===== src/rtl/tdm_pkt_tx_pkg.sv =====
// tdm_pkt_tx_pkg
// Shared constants and types for the TDM transmit slice and the switch ingress.
// The slot count and period come from here so both ends use the same lane timing.
// The FIFO entry layout {sop, byte} is also defined here.
package tdm_pkt_tx_pkg;

    localparam int TDM_DATA_WIDTH = 8;
    localparam int TDM_NUM_QUEUES = 6;
    localparam int TDM_SLOT_BITS  = 8;
    localparam int TDM_FIFO_DEPTH = 16;

    // One queued lane byte. The sop flag sits above the data byte.
    typedef struct packed {
        logic                      sop;
        logic [TDM_DATA_WIDTH-1:0] data;
    } tdm_entry_t;

    localparam int TDM_ENTRY_WIDTH = $bits(tdm_entry_t);

endpackage


===== src/rtl/tdm_byte_fifo.sv =====
// tdm_byte_fifo
// Synchronous single-clock FIFO for one port's {sop, byte} entries.
// Reads are fall-through: dout always shows the head entry.
// Ports:
//   clk, rst   clock, asynchronous active-low reset (flushes pointers)
//   push, din  write request and entry; ignored while full
//   pop, dout  read request and head entry; ignored while empty
//   full       no free entries
//   empty      no stored entries
module tdm_byte_fifo #(
    parameter int WIDTH = 9,
    parameter int DEPTH = 16
) (
    input  logic             clk,
    input  logic             rst,
    input  logic             push,
    input  logic             pop,
    input  logic [WIDTH-1:0] din,
    output logic [WIDTH-1:0] dout,
    output logic             full,
    output logic             empty
);

    localparam int AW = $clog2(DEPTH);

    logic [WIDTH-1:0] mem [DEPTH];
    logic [AW:0]      wr_ptr;
    logic [AW:0]      rd_ptr;
    logic             do_push;
    logic             do_pop;

    // The extra top pointer bit tells full apart from empty when the indices match.
    assign full    = (wr_ptr[AW] != rd_ptr[AW]) && (wr_ptr[AW-1:0] == rd_ptr[AW-1:0]);
    assign empty   = (wr_ptr == rd_ptr);
    assign do_push = push && !full;
    assign do_pop  = pop && !empty;
    assign dout    = mem[rd_ptr[AW-1:0]];

    always_ff @(posedge clk or negedge rst) begin
        if (!rst) begin
            wr_ptr <= '0;
            rd_ptr <= '0;
        end else begin
            if (do_push) wr_ptr <= wr_ptr + (AW+1)'(1);
            if (do_pop)  rd_ptr <= rd_ptr + (AW+1)'(1);
        end
    end

    // Storage is not reset. Clearing the pointers is enough to discard the contents.
    always_ff @(posedge clk) begin
        if (do_push) mem[wr_ptr[AW-1:0]] <= din;
    end

endmodule


===== src/rtl/tdm_pkt_tx.sv =====
// tdm_pkt_tx
// Transmit side of the switch's time-multiplexed ingress lane.
// Each port's byte stream is queued in its own FIFO. Port k's head entry goes
// onto the lane in the cycle where the free-running slot counter equals k.
// Ports:
//   clk, rst          clock, asynchronous active-low reset
//   s_valid/s_ready   per-port handshake; ready is FIFO not-full
//   s_sop, s_data     per-port start-of-packet flag and byte (port k at k*DATA_WIDTH)
//   tx_wire           lane byte valid       -> switch input_wire
//   tx_new_packet     lane start-of-packet  -> switch input_new_packet
//   tx_data           lane byte             -> switch input_data
//   tx_slot           current slot number
//   fifo_empty        per-port FIFO empty flag
module tdm_pkt_tx
    import tdm_pkt_tx_pkg::*;
#(
    parameter int DATA_WIDTH = TDM_DATA_WIDTH,
    parameter int NUM_QUEUES = TDM_NUM_QUEUES,
    parameter int SLOT_BITS  = TDM_SLOT_BITS,
    parameter int FIFO_DEPTH = TDM_FIFO_DEPTH
) (
    input  logic                             clk,
    input  logic                             rst,
    input  logic [NUM_QUEUES-1:0]            s_valid,
    output logic [NUM_QUEUES-1:0]            s_ready,
    input  logic [NUM_QUEUES-1:0]            s_sop,
    input  logic [NUM_QUEUES*DATA_WIDTH-1:0] s_data,
    output logic                             tx_wire,
    output logic                             tx_new_packet,
    output logic [DATA_WIDTH-1:0]            tx_data,
    output logic [SLOT_BITS-1:0]             tx_slot,
    output logic [NUM_QUEUES-1:0]            fifo_empty
);

    logic [SLOT_BITS-1:0]  slot_cnt;
    logic [SLOT_BITS-1:0]  nxt;
    logic [NUM_QUEUES-1:0] full;
    logic [NUM_QUEUES-1:0] empty;
    logic [NUM_QUEUES-1:0] pop;
    logic [DATA_WIDTH:0]   head [NUM_QUEUES];
    logic [DATA_WIDTH:0]   sel_entry;
    logic                  sel_valid;

    // The output registers are loaded for the coming slot, so the pop
    // selection looks one slot ahead. Wrap-around comes from the counter width.
    assign nxt        = slot_cnt + SLOT_BITS'(1);
    assign tx_slot    = slot_cnt;
    assign s_ready    = ~full;
    assign fifo_empty = empty;

    for (genvar k = 0; k < NUM_QUEUES; k++) begin : g_port
        // Emptiness is taken from pre-edge pointers. A byte pushed on its
        // own slot's load edge is not bypassed and waits a full period.
        assign pop[k] = (nxt == SLOT_BITS'(k)) && !empty[k];

        tdm_byte_fifo #(
            .WIDTH (DATA_WIDTH + 1),
            .DEPTH (FIFO_DEPTH)
        ) u_fifo (
            .clk   (clk),
            .rst   (rst),
            .push  (s_valid[k]),
            .pop   (pop[k]),
            .din   ({s_sop[k], s_data[k*DATA_WIDTH +: DATA_WIDTH]}),
            .dout  (head[k]),
            .full  (full[k]),
            .empty (empty[k])
        );
    end

    // At most one pop bit is set because nxt matches only one port index.
    always_comb begin
        sel_valid = 1'b0;
        sel_entry = '0;
        for (int k = 0; k < NUM_QUEUES; k++) begin
            if (pop[k]) begin
                sel_valid = 1'b1;
                sel_entry = head[k];
            end
        end
    end

    always_ff @(posedge clk or negedge rst) begin
        if (!rst) begin
            slot_cnt      <= '0;
            tx_wire       <= 1'b0;
            tx_new_packet <= 1'b0;
            tx_data       <= '0;
        end else begin
            slot_cnt      <= nxt;
            tx_wire       <= sel_valid;
            tx_new_packet <= sel_entry[DATA_WIDTH];
            tx_data       <= sel_entry[DATA_WIDTH-1:0];
        end
    end

endmodule


===== config.mk =====
export PLATFORM = sky130hd
export DESIGN_NAME = tdm_pkt_tx
export DESIGN_NICKNAME = d
export VERILOG_FILES = /design/src/rtl/tdm_pkt_tx_pkg.sv /design/src/rtl/tdm_byte_fifo.sv /design/src/rtl/tdm_pkt_tx.sv
export SDC_FILE = /design/constraint.sdc
export NUM_CORES = 1
export LEC_CHECK = 0
export ABC_CLOCK_PERIOD_IN_PS = 3700
export CAP_MARGIN = 20
export CORE_MARGIN = 4
export CORE_UTILIZATION = 60
export CTS_CLUSTER_SIZE = 14
export DETAILED_ROUTE_END_ITERATION = 12
export PLACE_DENSITY = 0.85
export SETUP_SLACK_MARGIN = 0.15
export SLEW_MARGIN = 20
export SYNTH_ARGS = -nofsm -noshare
export SYNTH_HDL_FRONTEND = slang
export SYNTH_HIERARCHICAL = 1
export SYNTH_SLANG_ARGS = --single-unit

===== constraint.sdc =====
create_clock -name clk -period 3.7 [get_ports clk]
set_input_delay 1.11 -clock clk [delete_from_list [all_inputs] [get_ports clk]]
set_output_delay 1.11 -clock clk [all_outputs]
set_load 0.02 [all_outputs]

Word-level counts from Yosys, hierarchy flattened --
Memory sizes are Yosys's and may differ from the RTL's. Index checks and enable logic that the tools add are counted.
Word-level totals: output and inout port bits 30, memories kept 6, register bits after elaboration 78, RAM bits 864
Cells by class: mux-type cells 24, bitwise logic cells 1, eq/ne operators 23, add/subtract/negate cells 13, reductions and logical operators 37
Memory list:
- g_port[0].u_fifo.mem | words 16, bits a word 9, read ports 1, clocked after memory_dff 0, write ports 1, line tdm_byte_fifo.sv:26 | logic [WIDTH-1:0] mem [DEPTH];
- g_port[1].u_fifo.mem | words 16, bits a word 9, read ports 1, clocked after memory_dff 0, write ports 1, line tdm_byte_fifo.sv:26
- g_port[2].u_fifo.mem | words 16, bits a word 9, read ports 1, clocked after memory_dff 0, write ports 1, line tdm_byte_fifo.sv:26
- g_port[3].u_fifo.mem | words 16, bits a word 9, read ports 1, clocked after memory_dff 0, write ports 1, line tdm_byte_fifo.sv:26
- g_port[4].u_fifo.mem | words 16, bits a word 9, read ports 1, clocked after memory_dff 0, write ports 1, line tdm_byte_fifo.sv:26
- g_port[5].u_fifo.mem | words 16, bits a word 9, read ports 1, clocked after memory_dff 0, write ports 1, line tdm_byte_fifo.sv:26
Operators with widths (number):
- 5-bit by 1-bit adder with 5-bit output, second input constant | 12
- 9-bit two-way mux | 6
- 5-bit equality test | 6
- 4-bit equality test | 6
- 1-bit logical AND | 24
- 1-bit two-way mux | 18
- 8-bit by 2-bit equality test with 1-bit output, second input constant | 2
- 8-bit by 3-bit equality test with 1-bit output, second input constant | 2
- 1-bit zero test | 12
- 8-bit by 1-bit adder with 8-bit output, second input constant | 1
- 8-bit by 1-bit equality test with 1-bit output, second input constant | 1
- 8-bit zero test | 1
- 1-bit inequality test | 6
- 6-bit inverter | 1

Logic depth before layout (Yosys ltp) --
Gate-level depths: netlist of the first run.
depth in word-level cells 9, gate-level depth with buffers 11, depth with buffers taken out 9

Hierarchy --
Netlist of the first run, hierarchy kept.
Modules (own cells, without submodules):
- tdm_byte_fifo | cells each 301, area an instance 6130.9 um^2, seq. area each 4574.4 um^2, instances 6
- tdm_pkt_tx | cells each 204, area an instance 1665.3 um^2, seq. area each 450.4 um^2, instances 1

Worst setup path before layout of the first run --
OpenSTA, ideal clock, no wires.
kind input to register, start in s_valid[2], end mem g_port[2].u_fifo.mem[0][0] (enable), library setup time 0.399 ns, data arrival time 2.113 ns, slack 1.187 ns, path buffers 0, cell stages on the path 2, cell sequence nand2_1 -> nor4_1
On the way: longest elaborated chain between the ends 3
Ends and longest elaborated chain:
- from (decl) | line tdm_pkt_tx.sv:24 | input logic [NUM_QUEUES-1:0] s_valid,
- 1-bit logical AND | line tdm_byte_fifo.sv:35 | assign do_push = push && !full;
- 1-bit two-way mux | line tdm_byte_fifo.sv:51 | if (do_push) mem[wr_ptr[AW-1:0]] <= din;
- 1-bit two-way mux (not written as such) | line tdm_byte_fifo.sv:51
- to (decl) | line tdm_byte_fifo.sv:26
Every way passes these cells.

Worst setup path after layout of the first run --
start reg g_port[1].u_fifo.rd_ptr[3], end out fifo_empty[1]
On the way: longest elaborated chain between the ends 1
Ends and longest elaborated chain:
- from (decl) | line tdm_byte_fifo.sv:28 | logic [AW:0] rd_ptr;
- from (signal assigned) | line tdm_byte_fifo.sv:45 | if (do_pop) rd_ptr <= rd_ptr + (AW+1)'(1);
- 5-bit equality test | line tdm_byte_fifo.sv:34 | assign empty = (wr_ptr == rd_ptr);
- to (decl) | line tdm_pkt_tx.sv:32 | output logic [NUM_QUEUES-1:0] fifo_empty
Every way passes these cells.

==> results of run 1 <==
-- metrics by stage --
step,std cells,utilization,cell area [sq um]
after floorplan,2010,-,38500
after global placement,2962,0.643,40700
after detailed placement,2962,0.643,40700
after CTS,3140,0.693,43900
after global routing,3140,0.693,43900
final,3140,0.693,43900
-- cell type report --
type                       count  area, sq um
timing repair buffer         223         1910
multi-input combinational    935         9860
clock buffer                 135         2580
sequential                   942        27900
clock inverter                38          493
fill                        3643        19400
inverter                      21         78.8
tap                          846         1060
-- synthesized netlist by cell type (8+ instances only) --
| library cell | number | share of area |
|---|---|---|
| inv_1 | 21 | 0.0021 |
| and3_1 | 19 | 0.0031 |
| buf_6 | 25 | 0.0073 |
| clkbuf_1 | 18 | 0.0018 |
| edfxtp_1 | 864 | 0.67 |
| nand2_1 | 113 | 0.011 |
| dfrtp_1 | 78 | 0.051 |
| and2_1 | 12 | 0.0020 |
| nand4_1 | 15 | 0.0024 |
| o21ai_0 | 20 | 0.0026 |
| o211ai_1 | 18 | 0.0035 |
| a22oi_1 | 109 | 0.021 |
| ha_1 | 35 | 0.011 |
| mux4_2 | 216 | 0.13 |
| xnor2_1 | 71 | 0.016 |
| nor3_1 | 60 | 0.0078 |
| nor4_1 | 18 | 0.0029 |
| mux2_1 | 12 | 0.0035 |
| nor2b_1 | 17 | 0.0028 |
| a21oi_1 | 9 | 0.0012 |
| nand2b_1 | 18 | 0.0029 |
| a32oi_1 | 8 | 0.0018 |
| nor2_1 | 50 | 0.0049 |
| buf_2 | 56 | 0.0073 |
-- per-layer routing --
layer  track usage  routed length (um)  vias to the layer above
met5             0                  11                        -
met4        0.0866                2800                        2
met3        0.0541                9040                      181
met2         0.444               45300                     1289
met1         0.364               32400                    10867
li1              -                   -                     8624
-- worst max-delay path by stage --
| stage | start | end | cells past startpoint |
|---|---|---|---|
| 2_1_floorplan | s_valid[2] | g_port[2].u_fifo/mem[0][0]$_DFFE_PP_ | 2 |
| 3_3_place_gp | g_port[0].u_fifo/wr_ptr[2]$_DFFE_PN0P_ | s_ready[0] | 5 |
| 3_5_place_dp | g_port[0].u_fifo/wr_ptr[2]$_DFFE_PN0P_ | s_ready[0] | 5 |
| 4_1_cts | g_port[0].u_fifo/wr_ptr[4]$_DFFE_PN0P_ | s_ready[0] | 4 |
| 5_1_grt | g_port[2].u_fifo/wr_ptr[4]$_DFFE_PN0P_ | s_ready[2] | 4 |
| 6_report | g_port[1].u_fifo/rd_ptr[3]$_DFFE_PN0P_ | fifo_empty[1] | 5 |
-- power breakdown --
group	switching [mW]	total [mW]	internal (mW)	leakage [nW]
clock network	3.94	9.45	5.51	1.50
logic	1.98	3.15	1.16	4.01
registers	0.628	13.4	12.8	8.79
-- state kept, by name, indices dropped and copies added (netlist names) --
signal                flops
g_port.u_fifo/mem       864
g_port.u_fifo/rd_ptr     30
g_port.u_fifo/wr_ptr     30
tx_data                   8
tx_slot                   8
tx_new_packet             1
tx_wire                   1
-- worst reg2reg max path: cells and delay by family (launching register included) --
kind                       cells  cell delay (ns)
and+or+nand+nor                5             1.53
muxes                          1             0.35
DFF                            1             0.55
adders and majority gates      1             0.53
AOI/OAI and AO/OA              1             0.21
-- kinds of logic after synthesis --
kind of cell,synth area share
flip-flops,0.726
AND/OR/NAND/NOR,0.0451
AO/OA/AOI/OAI,0.0476
multiplexers,0.132
buffers and inverters,0.0203
XOR/XNOR,0.0178
adder cells (fa/ha/maj),0.0114
-- timing repair --
action,in CTS,in global routing
setup endpoints to repair,11,6
gates resized for setup,21,12
buffers inserted,5,0
pin swaps,4,0
==> impl_metrics.ini, run 1 <==
[global_routing]
grt_pass1_vias = 21503
globalRouteTotalUtil = 0.267
gr-total-overflow = 0
grt_pass1_wl_um = 136000
antenna_found_initial = 2
grt_max_degree = 51

[min_path]
hold_class = input port to async pin

[logic_synthesis]
syn_nets = 2107
syn_inst = 2010
yosys_warnings = 6
seq_area_frac_synth = 0.726
synth_seq_cells = 942
synth_flop_cell = edfxtp_1
synthArstFlopShare = 0.0828
synth_area_per_cell_sq_um = 19.1
ys_types = 62
synth_area_sq_um = 38500
synth-edff-count = 864

[sta]
finalHoldViolCount = 0
setup_viol = 0
worst_pin_slew_ns = 0.939
slew_violations = 0
finalSetupTns_ns = 0
rsz0062_at_grt = no
layout_worst_path_cycle_share = 0.928
worst_slack_ns = 0.268
max-slew-margin-rel = 0.373
min_period_ns = 3.43
fmax_mhz = 291
fin_hold_ws_ns = 0.537
skew_ns = 0.0274

[setup_path]
critPathKind = flip-flop to primary output
cp_slowest_cell = dfrtp_1
cp_slowest_stage_delay_ns = 0.49
r2r-end = g_port[0].u_fifo/rd_ptr[1]$_DFFE_PN0P_
end_kind = primary output
path_delay_family = flip-flops
reg2reg_depth = 8
cp-start-kind = flip-flop
r2r_start = tx_slot[1]$_DFF_PN0_
crit_chain = xnor2_1 > nand4_1 > buf_4 > nor2_1 > buf_4
r2r_slack_ns = 0.41
critical_path.most_common_cell = buf_4
cp.required_ns = 2.59
worstPathMaxFanout = 10
cp_num_buf_inv = 2
arrival_ns = 2.32

[layout]
final_layout_size_suffix_gt1_frac = 0.241
antenna_cells = 0
final_common_cell = edfxtp_1
final_cell_mix = 864 x edfxtp_1, 216 x mux4_2, 134 x buf_4, 113 x nand2_1, 109 x a22oi_1
nNetsFinal = 2312
areaGrowthSynthToFinish_pct = 14.2

[place]
portBuffers = 91
gp_congestion = 0.891
dp_hpwl_um = 54700
dpl_worst_slack_ns = 0.395

[floorplanning]
fp.dieH_um = 261
fp.coreArea_sq_um = 63300
fp.dieW_um = 261
row_count = 92
num_io_pins = 92
die-area_sq_um = 68200
start_util = 0.607

[clock_tree]
path_clk_slew_ns = 0.06
cts_buffer_depth = 3
cts.sinks = 942
clock_latency_ns = 0.66
cts_tree = done
cts_max_level = 3
cts_hold_buf = 0
root_buffer = clkbuf_16
cts_buffers = 92

[power]
power_per_cell_area_nw_per_um2 = 593
vdd_drop_max_mv = 0.424
total_power_mw = 26.0
p_leak_nw = 14.3

[route]
drt-wirelength-per-cell_um = 28.5
route.detailed.drc = 0
wirelength_um = 89600
num_vias = 20963
drt_iter0_drc = 2684
drt_pass1_iterations = 6
vias_per_cell = 6.68
ant_nets = 0

[status]
outcome = complete, no violations

[job]
cap_viol_max_count = 0
Note: power is estimated with default switching activity, not from simulation.
==> run 2: changes to the inputs <==
- PLACE_DENSITY: 0.85 -> 0.78
==> impl_metrics.ini, run 2 (synthesis results as in run 1) <==
[power]
combPwrFrac = 0.121
clkPwrFrac = 0.358
netSwitchingPower_mw = 6.44
p_leak_nw = 14.2
total_power_mw = 25.7
share_seq_of_total_power = 0.521
vdd_drop_max_mv = 0.498
power_per_cell_area_nw_per_um2 = 587
p_int_mw = 19.3
switching_share = 0.250

[sta]
worst_pin_slew_ns = 1.06
finalHoldViolCount = 0
rsz0062_at_grt = yes
skew_ns = 0.0276
fmax_mhz = 283
min_period_ns = 3.53
layout_worst_path_cycle_share = 0.954
finalSetupTns_ns = 0
setup_viol = 0
slew_violations = 0
max-slew-margin-rel = 0.294

[global_routing]
grt_max_degree = 44
antenna_found_initial = 4
globalRouteTotalUtil = 0.252
gr-total-overflow = 0
grt_pass1_wl_um = 128000
grt_pass1_vias = 20723

[clock_tree]
cts.sinks = 942
cts_buffers = 90
cts_tree = done
clock_latency_ns = 0.64
root_buffer = clkbuf_16
cts_hold_buf = 0
path_clk_slew_ns = 0.06
cts_buffer_depth = 3
cts_max_level = 3

[route]
drt-wirelength-per-cell_um = 27.0
vias_per_cell = 6.42
num_vias = 20135
ant_nets = 0
wirelength_um = 84600
drt_iter0_drc = 1979
drt_pass1_iterations = 5
route.detailed.drc = 0

[setup_path]
crit_chain = xnor2_1 > nand4_1 > buf_4 > nor2_4 > inv_1 > clkdlybuf4s50_1
cp.required_ns = 2.59
cp_slowest_cell = clkdlybuf4s50_1
end_kind = primary output
worstPathMaxFanout = 7
r2r_slack_ns = 0.57
cp-start-kind = flip-flop
r2r-end = g_port[0].u_fifo/rd_ptr[1]$_DFFE_PN0P_
r2r_start = tx_slot[0]$_DFF_PN0_
cp_slowest_stage_delay_ns = 0.53
arrival_ns = 2.42
critPathKind = flip-flop to primary output
reg2reg_depth = 8

[job]
cap_viol_max_count = 0

[layout]
final_common_cell = edfxtp_1
nNetsFinal = 2311
areaGrowthSynthToFinish_pct = 14.1
final_cell_mix = 864 x edfxtp_1, 216 x mux4_2, 134 x buf_4, 113 x nand2_1, 109 x a22oi_1
final_layout_size_suffix_gt1_frac = 0.245
largest_reg_flops = 864

[floorplanning]
start_util = 0.607
fp.coreArea_sq_um = 63300
fp.dieW_um = 261
die-area_sq_um = 68200
fp.dieH_um = 261
num_io_pins = 92
row_count = 92

[place]
portBuffers = 91
dp_hpwl_um = 53400
gp_congestion = 0.914

[status]
outcome = complete, no violations

[min_path]
hold_class = input port to async pin
-- run 2: worst max-delay path by stage --
stage	start	end
after global placement	g_port[5].u_fifo/wr_ptr[3]$_DFFE_PN0P_	s_ready[5]
after detailed placement	g_port[5].u_fifo/wr_ptr[3]$_DFFE_PN0P_	s_ready[5]
after floorplan	s_valid[2]	g_port[2].u_fifo/mem[0][0]$_DFFE_PP_
after global routing	g_port[5].u_fifo/wr_ptr[2]$_DFFE_PN0P_	s_ready[5]
after CTS	g_port[5].u_fifo/wr_ptr[3]$_DFFE_PN0P_	s_ready[5]
final	g_port[5].u_fifo/rd_ptr[3]$_DFFE_PN0P_	s_ready[5]
-- run 2: cell type report --
class / count / area [sq um]
flip-flops and latches: 942 / 27900
fillers: 3860 / 19500
multi-input cells: 935 / 9900
clock buffers: 106 / 2380
repair buffers: 224 / 1910
well taps: 846 / 1060
clock inverters: 60 / 596
inverters: 21 / 78.8
diodes: 2 / 5.00
-- run 2: metrics by stage --
stage,cell area [sq um],worst slack [ns],util,hold WS [ns],std cells
final,43900,0.171,0.693,0.504,3136
after global routing,43800,0.0492,0.693,0.512,3134
after CTS,43800,0.147,0.692,0.485,3134
after detailed placement,40800,0.545,0.644,0.548,2966
after global placement,40800,0.578,0.644,0.534,2966
after floorplan,38500,1.19,-,0.533,2010
-- run 2: power groups by stage --
stage          registers [mW]  logic (mW)  clock network, mW
2_1_floorplan            13.2        2.04                  0
3_3_place_gp             13.5        2.98                  0
3_5_place_dp             13.6        3.07                  0
4_1_cts                  13.4        3.13               9.34
5_1_grt                  13.5        3.36               9.83
6_report                 13.4        3.12               9.21
-- run 2: layer usage --
metal	up-vias	routed length, um	global-route usage
li1	8615	-	-
met1	10493	32700	0.344
met2	864	41900	0.407
met3	161	7520	0.0673
met4	2	2430	0.0780
met5	-	12	0
-- run 2: repair_timing --
action	in CTS	in global routing
pin swaps	1	0
setup endpoints to repair	10	7
gates resized for setup	21	8
setup buffers	2	0
endpoints found under the hold margin	0	0
-- run 2: worst max-delay path: cells and delay by family (launching register included) --
kind          cells  cell delay, ns
flops             1            0.48
simple gates      2            0.30
xor+xnor          1            0.23
buf+inv           3            0.78
